`config.mk`:
```
export PLATFORM = sky130hd
export DESIGN_NAME = eth_phy_10g_rx_lock
export DESIGN_NICKNAME = d
export VERILOG_FILES = /design/src/rtl/eth_phy_10g_pkg.sv /design/src/rtl/eth_phy_10g_rx_ber_mon.sv /design/src/rtl/eth_phy_10g_rx_frame_sync.sv /design/src/rtl/eth_phy_10g_rx_lock.sv
export SDC_FILE = /design/constraint.sdc
export NUM_CORES = 1
export LEC_CHECK = 0
export BUFFER_PORTS_ARGS = -buffer_cell sky130_fd_sc_hd__buf_2
export CORE_ASPECT_RATIO = 0.6
export CORE_UTILIZATION = 61
export CTS_CLUSTER_DIAMETER = 50
export DETAILED_ROUTE_END_ITERATION = 10
export PLACE_DENSITY = 0.89
export SYNTH_ARGS = -nofsm -noshare
export SYNTH_HDL_FRONTEND = slang
export SYNTH_SLANG_ARGS = --single-unit
```
`constraint.sdc`:
```
create_clock -name rx_clk -period 3.32 [get_ports rx_clk]
set_input_delay 0.498 -clock rx_clk [delete_from_list [all_inputs] [get_ports rx_clk]]
set_output_delay 0.498 -clock rx_clk [all_outputs]
set_load 0.01 [all_outputs]
```
`src/rtl/eth_phy_10g_pkg.sv`:
```
// Shared definitions for the eth_phy_10g RX path: sync header codes and lock FSM states.
package eth_phy_10g_pkg;

   localparam int HDR_WIDTH = 2;

   localparam logic [HDR_WIDTH-1:0] SYNC_DATA = 2'b01;
   localparam logic [HDR_WIDTH-1:0] SYNC_CTRL = 2'b10;

   // Frame sync states: checking headers, holding bitslip high, waiting for the slip to settle
   typedef enum logic [1:0] {
      FS_CHECK   = 2'd0,
      FS_SLIP_HI = 2'd1,
      FS_SLIP_LO = 2'd2
   } fs_state_t;

   // Only 01 and 10 are legal 66b sync headers
   function automatic logic hdr_valid(input logic [HDR_WIDTH-1:0] hdr);
      return (hdr == SYNC_DATA) || (hdr == SYNC_CTRL);
   endfunction

endpackage

```
`src/rtl/eth_phy_10g_rx_ber_mon.sv`:
```
// High-BER monitor: counts invalid sync headers per 125 us window.
module eth_phy_10g_rx_ber_mon
   import eth_phy_10g_pkg::*;
#(
   parameter int COUNT_125US = 19531
) (
   input  logic                 rx_clk,
   input  logic                 rx_rst,
   input  logic [HDR_WIDTH-1:0] serdes_rx_hdr,
   output logic                 rx_high_ber,
   output logic [3:0]           ber_count
);

   localparam int TW = $clog2(COUNT_125US + 1);
   localparam logic [TW-1:0] T_LOAD = TW'(COUNT_125US);

   logic [TW-1:0] timer;

   // Window timer and saturating error count; window rollover takes precedence over counting
   always_ff @(posedge rx_clk or posedge rx_rst) begin
      if (rx_rst) begin
         timer       <= T_LOAD;
         ber_count   <= '0;
         rx_high_ber <= 1'b0;
      end else if (timer == '0) begin
         timer     <= T_LOAD;
         ber_count <= '0;
         // A window that ended saturated keeps high BER flagged for another window
         if (ber_count != 4'd15) rx_high_ber <= 1'b0;
      end else begin
         timer <= timer - 1'b1;
         if (!hdr_valid(serdes_rx_hdr)) begin
            if (ber_count == 4'd15) rx_high_ber <= 1'b1;
            else                    ber_count   <= ber_count + 4'd1;
         end
      end
   end

endmodule

```
`src/rtl/eth_phy_10g_rx_frame_sync.sv`:
```
// Block lock acquisition: counts sync headers in 64-header windows and requests bitslips.
module eth_phy_10g_rx_frame_sync
   import eth_phy_10g_pkg::*;
#(
   parameter int BITSLIP_HIGH_CYCLES = 1,
   parameter int BITSLIP_LOW_CYCLES  = 8
) (
   input  logic                 rx_clk,
   input  logic                 rx_rst,
   input  logic [HDR_WIDTH-1:0] serdes_rx_hdr,
   output logic                 serdes_rx_bitslip,
   output logic                 rx_block_lock,
   output logic [5:0]           sh_count,
   output logic [3:0]           sh_invalid_count
);

   // One down-counter is shared by the high and low phases of a slip
   localparam int SLIP_MAX = (BITSLIP_HIGH_CYCLES > BITSLIP_LOW_CYCLES) ?
                             BITSLIP_HIGH_CYCLES : BITSLIP_LOW_CYCLES;
   localparam int CW = (SLIP_MAX > 1) ? $clog2(SLIP_MAX) : 1;
   localparam logic [CW-1:0] HI_LOAD = CW'(BITSLIP_HIGH_CYCLES - 1);
   localparam logic [CW-1:0] LO_LOAD = CW'(BITSLIP_LOW_CYCLES - 1);

   fs_state_t     state, state_nxt;
   logic [CW-1:0] slip_cnt, slip_cnt_nxt;
   logic          bitslip_nxt, lock_nxt;
   logic [5:0]    sh_nxt;
   logic [3:0]    inv_nxt;

   // State and output registers; reset drops lock immediately
   always_ff @(posedge rx_clk or posedge rx_rst) begin
      if (rx_rst) begin
         state             <= FS_CHECK;
         slip_cnt          <= '0;
         serdes_rx_bitslip <= 1'b0;
         rx_block_lock     <= 1'b0;
         sh_count          <= '0;
         sh_invalid_count  <= '0;
      end else begin
         state             <= state_nxt;
         slip_cnt          <= slip_cnt_nxt;
         serdes_rx_bitslip <= bitslip_nxt;
         rx_block_lock     <= lock_nxt;
         sh_count          <= sh_nxt;
         sh_invalid_count  <= inv_nxt;
      end
   end

   // Next-state: headers are only evaluated in FS_CHECK; slip phases just count down
   always_comb begin
      state_nxt    = state;
      slip_cnt_nxt = slip_cnt;
      bitslip_nxt  = serdes_rx_bitslip;
      lock_nxt     = rx_block_lock;
      sh_nxt       = sh_count;
      inv_nxt      = sh_invalid_count;
      case (state)
         FS_SLIP_HI: begin
            if (slip_cnt != '0) begin
               slip_cnt_nxt = slip_cnt - 1'b1;
            end else begin
               bitslip_nxt  = 1'b0;
               slip_cnt_nxt = LO_LOAD;
               state_nxt    = (BITSLIP_LOW_CYCLES == 1) ? FS_CHECK : FS_SLIP_LO;
            end
         end
         FS_SLIP_LO: begin
            if (slip_cnt > 1) begin
               slip_cnt_nxt = slip_cnt - 1'b1;
            end else begin
               slip_cnt_nxt = '0;
               state_nxt    = FS_CHECK;
            end
         end
         default: begin
            sh_nxt = sh_count + 6'd1;
            if (hdr_valid(serdes_rx_hdr)) begin
               // End of a 64-header window: a clean window grants lock
               if (sh_count == 6'd63) begin
                  if (sh_invalid_count == 4'd0) lock_nxt = 1'b1;
                  sh_nxt  = '0;
                  inv_nxt = '0;
               end
            end else begin
               inv_nxt = sh_invalid_count + 4'd1;
               // Unlocked: any error slips; locked: the 16th error in a window slips
               if (!rx_block_lock || sh_invalid_count == 4'd15) begin
                  lock_nxt     = 1'b0;
                  bitslip_nxt  = 1'b1;
                  sh_nxt       = '0;
                  inv_nxt      = '0;
                  slip_cnt_nxt = HI_LOAD;
                  state_nxt    = FS_SLIP_HI;
               end else if (sh_count == 6'd63) begin
                  sh_nxt  = '0;
                  inv_nxt = '0;
               end
            end
         end
      endcase
   end

endmodule

```
`src/rtl/eth_phy_10g_rx_lock.sv`:
```
// 10GBASE-R RX block lock and BER monitor; sits between SERDES gearbox and RX decoder.
module eth_phy_10g_rx_lock #(
   parameter int HDR_WIDTH           = 2,  // fixed; 66b sync header
   parameter int BITSLIP_HIGH_CYCLES = 1,
   parameter int BITSLIP_LOW_CYCLES  = 8,
   parameter int COUNT_125US         = 19531
) (
   input  logic                 rx_clk,
   input  logic                 rx_rst,
   input  logic [HDR_WIDTH-1:0] serdes_rx_hdr,
   output logic                 serdes_rx_bitslip,
   output logic                 rx_block_lock,
   output logic                 rx_high_ber,
   output logic                 rx_status,
   output logic [5:0]           sh_count,
   output logic [3:0]           sh_invalid_count,
   output logic [3:0]           ber_count
);

   eth_phy_10g_rx_frame_sync #(
      .BITSLIP_HIGH_CYCLES (BITSLIP_HIGH_CYCLES),
      .BITSLIP_LOW_CYCLES  (BITSLIP_LOW_CYCLES)
   ) u_frame_sync (
      .rx_clk            (rx_clk),
      .rx_rst            (rx_rst),
      .serdes_rx_hdr     (serdes_rx_hdr),
      .serdes_rx_bitslip (serdes_rx_bitslip),
      .rx_block_lock     (rx_block_lock),
      .sh_count          (sh_count),
      .sh_invalid_count  (sh_invalid_count)
   );

   eth_phy_10g_rx_ber_mon #(
      .COUNT_125US (COUNT_125US)
   ) u_ber_mon (
      .rx_clk        (rx_clk),
      .rx_rst        (rx_rst),
      .serdes_rx_hdr (serdes_rx_hdr),
      .rx_high_ber   (rx_high_ber),
      .ber_count     (ber_count)
   );

   // Link is up only when locked and not in high BER
   assign rx_status = rx_block_lock & ~rx_high_ber;

endmodule

```
==> impl_metrics.ini, run 1 <==
[synthesis]
yosys.area.top_type = dfrtp_1
yosysWarnings = 0
synthTopCellsByArea = dfrtp_1, dfstp_2, ha_1
synth_seq_area_share_pct = 43.8
avgSynthCellArea_sq_um = 10.1
syn-num-nets = 228
synth_edf_count = 0
synth_ff_type = dfrtp_1
yosysUniqueCellTypes = 52
synth_top_area_share_pct = 35.1
synth_area_sq_um = 2140
syn_inst = 212
synthArstFlopShare_pct = 100
ys_ff_latch = 37

[die]
die_h_microns = 47.8
die_w_microns = 78.4
start_util_pct = 64.7
io_pins = 22
dieArea_sq_um = 3750
row_count = 16
coreArea_sq_um = 3300

[sta]
setup_violations = 0
hold_ws_ns = 0.298
fin_worst_skew_ns = 0.00729
max-slew-margin-rel_pct = 53.8
drv_slew = 0
worst_pin_slew_ns = 0.686
fin_crit_ns = 2.54
fin_crit_sh_pct = 76.6
hold_viol = 0
fin_tns_setup_ns = 0
fmax_ghz = 0.393
rsz0062_at_grt = false

[detailed_routing]
drt-initial-drc-count = 117
vias = 1701
wirelength_microns = 4540
routed_via_density = 6.03
firstDrtPassIters = 5
final_antenna_net_count = 0
wl_per_cell_microns = 16.1
drcViolationCount = 0

[cts]
cts_buffer_depth = 2
h-tree-depth = 2
cts_setup_buffers = 0
clk_latency_ns = 0.29
cts_resized = 0
cts_tree = done
cts_sinks = 37
cts_root_buffer = clkbuf_8
cts_hold_buf = 0
cts_buffers = 5
path_clk_slew_ns = 0.07

[layout]
drive_gt1_share_pct = 21.9
mostFrequentLayoutCells = dfrtp_1, buf_2, inv_1
num-fill-cells = 240
multi_input_area_sq_um = 1110
nets = 252
num_antenna_cells = 0
final_common_cell = dfrtp_1
syn2layout_area_growth_pct = 11.1
register_area_sq_um = 935

[worst_setup_path]
regToRegSetupSlack_ns = 0.78
worstReg2RegEnd = u_ber_mon.ber_count[3]
required_ns = 3.55
cpMostUsedCell = ha_1
crit_slowest_cell = or4b_1
endpoint_kind = flop
rr_startpoint = u_ber_mon.timer[0]
path_cells = inv_1 > ha_1 > nor4b_2 > nand2_1 > nor4_4 > inv_2 > ha_1 > or4b_1 > nand3_1
worstSetupPathType = flop to flop
start_kind = flop
cpPeakStageDelay_ns = 0.52
arrival_ns = 2.77
rr_worst_depth = 9
cp_max_fo = 7

[global_route]
grt_overflow = 0
antenna_found_initial = 0
grt_first_pass_wirelength_microns = 7090
grt.total_usage_pct = 26.0
first_global_vias = 1423
grt_max_degree = 38

[place]
portBuffers = 21
gp_congestion = 0.894
dp_hpwl_microns = 3180

[power_and_ir_drop]
p_sw_share_pct = 38.3
p_int_w = 0.000947
p_leak_nw = 1.17
p_per_area_nw_per_um2 = 647
ir_worst_vdd_mv = 0.461
p_clk_share_pct = 21.3
power_switching_w = 0.000588
p_seq_share_pct = 40.2
combPwrFrac_pct = 38.5

[run]
drv_cap = 0

[min_path]
hold_class = input pin to async pin

[outcome]
status = completed
worst max-delay path: cells and delay by family (launching register included):
family	cells	cell delay, ns
adders and majority gates	2	0.43
buffers and inverters	2	0.16
DFF	1	0.39
and+or+nand+nor	5	1.51
synth_stat cells (2+ instances only):
cell type,number
xor2_1,3
a22o_1,3
nand3_1,8
o21a_1,3
ha_1,12
nor3b_1,3
nor2_1,16
mux2_2,3
nand4_1,3
o31ai_1,6
buf_2,2
clkbuf_1,3
nor4_4,2
dfrtp_1,30
a21oi_2,2
a211o_1,2
and3_1,6
nand3b_1,2
inv_1,18
nor3_1,3
a21o_1,5
mux2i_1,3
nand2_1,12
o22a_1,2
dfstp_2,7
o2bb2ai_1,3
and2_1,2
o21ai_0,9
xnor2_1,4
nor4_1,3
a21oi_1,11
final cells by class:
cell class,instances,area share [%]
multi-input cells,151,46.7
flip-flops and latches,37,39.4
repair buffers,22,4.74
clock buffers,8,3.80
inverters,19,3.00
well taps,45,2.37
power by group through the flow:
stage               clock [W]  sequential, W  combinational (W)
finish               0.000326       0.000617           0.000592
global route         0.000347       0.000630           0.000660
CTS                  0.000329       0.000616           0.000589
global placement            0       0.000619           0.000556
floorplan                   0       0.000633           0.000399
detailed placement          0       0.000624           0.000574
state kept, by name (all words and copies together) (netlist names):
| register | count |
|---|---|
| u_frame_sync.rx_block_lock | 1 |
| u_frame_sync.serdes_rx_bitslip | 1 |
| u_frame_sync.sh_invalid_count | 4 |
| u_ber_mon.ber_count | 4 |
| u_ber_mon.timer | 15 |
| u_frame_sync.sh_count | 6 |
| u_frame_sync.slip_cnt | 3 |
| u_frame_sync.state | 2 |
| u_ber_mon.rx_high_ber | 1 |
logic make-up (layout without fill, tap and decap cells):
logic type,after synthesis,count (layout),share of synthesized area (%)
adders and majority gates,12,12,7.03
and+or+nand+nor,71,71,20.6
AOI/OAI and AO/OA,54,54,17.7
DFF,37,37,43.8
buffers and inverters,24,49,4.33
xor gates and xnor gates,8,8,3.63
muxes,6,6,2.99
per-stage QoR:
step | area (sq um) | setup WS, ns | util [%] | power, W | cells
detailed placement | 2280 | 0.804 | 69.1 | 0.00120 | 274
finish | 2370 | 0.777 | 71.9 | 0.00154 | 282
floorplan | 2140 | 1.11 | - | 0.00103 | 212
CTS | 2370 | 0.785 | 71.9 | 0.00153 | 282
global placement | 2280 | 0.971 | 69.1 | 0.00118 | 274
global route | 2370 | 0.548 | 71.9 | 0.00164 | 282
how the worst max path moves through the flow:
stage,start,end,cells past startpoint
4_1_cts,u_ber_mon.timer[0],u_ber_mon.ber_count[3],9
2_1_floorplan,u_ber_mon.timer[0],u_ber_mon.ber_count[3],9
5_1_grt,u_ber_mon.timer[0],u_ber_mon.ber_count[3],9
6_report,u_ber_mon.timer[0],u_ber_mon.ber_count[3],9
3_5_place_dp,u_ber_mon.timer[0],u_ber_mon.ber_count[3],9
3_3_place_gp,u_ber_mon.timer[0],u_ber_mon.ber_count[3],9
per-layer routing:
metal  part of all wire [%]  routed length (microns)  GRT usage (%)  up-vias
met4                    1.5                       68           10.4        0
met5                      0                        0              0        -
met2                     42                     1930           37.4       52
met1                     50                     2270           38.7      826
met3                    5.9                      268           5.33        6
li1                       -                        -              -      817
Note: power is estimated with default switching activity, not from simulation.
==> run 2, diff against run 1 <==
- CORE_UTILIZATION: 61 -> 53
- PLACE_DENSITY: 0.89 -> 0.83
- clock period: 3.32 -> 2.1 ns (I/O delays scaled with it)
==> run 2 against run 1 <==
Compared with the run above: wire length down 1.3%; sequential power up 59%; register-to-register slack worse by 0.70 ns; final area up 5.4%; highest routed layer unchanged; setup slack worse by 0.70 ns; global-route usage down 2.2 points; clock-buffer cell count down 2; sequential share of layout area down 2.0 points; die area up 15%; core utilization down 5.4 points; fmax up 26%; final cell count up 5.3%; the run now ends with design-rule violations left.
==> impl_metrics.ini, run 2 (synthesized netlist as in run 1, its figures left out) <==
[place]
gp_congestion = 0.847
portBuffers = 21
placed_area_sq_um = 2400
dp_hpwl_microns = 3220

[worst_setup_path]
path_cells = nor4_4 > nand2_2 > nor4_4 > inv_2 > ha_4 > or4b_1 > nand3_1
critPathBufInv = 1
endpoint_kind = flop
crit_slowest_cell = or4b_1
cp_top_family = simple AND/OR/NAND/NOR gates
cpPeakStageDelay_ns = 0.46
cpMostUsedCell = nor4_4
critPathLaunch = u_ber_mon.timer[9]
rr_startpoint = u_ber_mon.timer[9]
start_kind = flop
arrival_ns = 2.25
worstSetupPathType = flop to flop
required_ns = 2.33
regToRegSetupSlack_ns = 0.08
cp_max_fo = 5

[detailed_routing]
final_antenna_net_count = 0
wl_per_cell_microns = 15.1
routed_via_density = 5.78
firstDrtPassIters = 7
wirelength_microns = 4480
vias = 1717
drcViolationCount = 2
drt-initial-drc-count = 93

[global_route]
grt.total_usage_pct = 23.8
antenna_found_initial = 0
grt_first_pass_wirelength_microns = 7600
grt_max_degree = 38
grt_overflow = 0
first_global_vias = 1575

[layout]
syn2layout_area_growth_pct = 17.2
largest_reg_flops = 15
postLayoutCoreUtil_pct = 66.5
final_cell_area_sq_um = 2500
multi_input_area_sq_um = 1140
nets = 265
register_area_sq_um = 935
top_regs = u_ber_mon.timer x15, u_frame_sync.sh_count x6
drive_gt1_share_pct = 28.4
mostFrequentLayoutCells = dfrtp_1, buf_2, inv_1, nor2_1, buf_4
regMostFlops = u_ber_mon.timer
num-fill-cells = 294
final_common_cell = dfrtp_1
num_antenna_cells = 0

[outcome]
status = finished, violations left
violations = design-rule violations

[cts]
cts_sinks = 37
cts_buffer_depth = 2
cts_buffers = 5
cts_root_buffer = clkbuf_8
path_clk_slew_ns = 0.07
clk_latency_ns = 0.30
cts_hold_buf = 0
cts_tree = done
h-tree-depth = 2

[die]
die_w_microns = 84.0
coreArea_sq_um = 3760
row_count = 17
start_util_pct = 56.7
dieArea_sq_um = 4300
die_h_microns = 51.2
io_pins = 22

[run]
drv_cap = 0

[min_path]
hold_class = input pin to async pin

[sta]
hold_viol = 0
drv_slew = 0
fin_crit_sh_pct = 96.1
worst_pin_slew_ns = 0.464
setup_violations = 0
fin_worst_skew_ns = 0.00385
fin_crit_ns = 2.02
max-slew-margin-rel_pct = 69.1
fmax_ghz = 0.495

[power_and_ir_drop]
total_power_w = 0.00243
p_leak_nw = 1.22
p_per_area_nw_per_um2 = 972
ir_worst_vdd_mv = 0.636
## run 2: cell types whose count changed in the layout (fill, tap and decap cells not counted)
cell,change
buf_4,+13
clkbuf_1,-1
clkbuf_8,-1
clkinv_2,+2
ha_1,-2
ha_4,+2
inv_1,-2
inv_2,+2
nand2_1,-1
nand2_2,+1
nor4b_2,-1
nor4b_4,+1
## run 2: layout make-up
class                           count  share of cell area (%)
Multi-Input combinational cell    151                    45.8
Sequential cell                    37                    37.3
Timing Repair Buffer               35                    8.40
Clock buffer                        6                    2.90
Inverter                           19                    2.85
Tap cell                           47                    2.35
Clock inverter                      2                   0.400
## run 2: layer usage
metal | global-route usage, % | wire length (microns) | vias to the layer above
met5 | 0 | 0 | -
met4 | 10.6 | 76 | 0
met3 | 6.30 | 244 | 7
met2 | 33.7 | 1840 | 48
met1 | 34.1 | 2320 | 821
li1 | - | - | 841
## run 2: worst paths after layout
path / to / cells past startpoint
hold reg to reg: u_ber_mon.rx_high_ber / 1
setup reg to reg: u_ber_mon.ber_count[3] / 7
hold / removal: u_ber_mon.timer[9] / 3
min in group rx_clk: u_frame_sync.rx_block_lock / 3
setup / recovery: u_ber_mon.ber_count[3] / 7
max in group asynchronous: u_ber_mon.timer[10] / 3
## run 2: per-stage QoR
stage	cells	worst slack, ns	setup TNS, ns	hold slack (ns)
floorplan	212	-0.0151	-0.0151	0.449
CTS	296	0.0225	0	0.123
finish	297	0.0816	0	0.111
detailed placement	287	-0.0281	-0.0281	0.448
global placement	287	0.0247	0	0.443
global route	297	-0.00637	-0.00637	0.155
## run 2: timing repair
item,4_1_cts,5_1_grt
pin swaps,0,2
gates resized for setup,1,0
buffers inserted,1,1
gates cloned,0,0
endpoints found under the hold margin,0,0
setup endpoints to repair,2,2
## run 2: where the power goes
group	switching [W]	internal, W
Sequential	0.000137	0.000843
Clock	0.000261	0.000230
Combinational	0.000537	0.000423
## run 2: tightest hold or removal path: stages
cell	delay, ns
buf_2	0.09
inv_1	0.04
buf_4	0.40
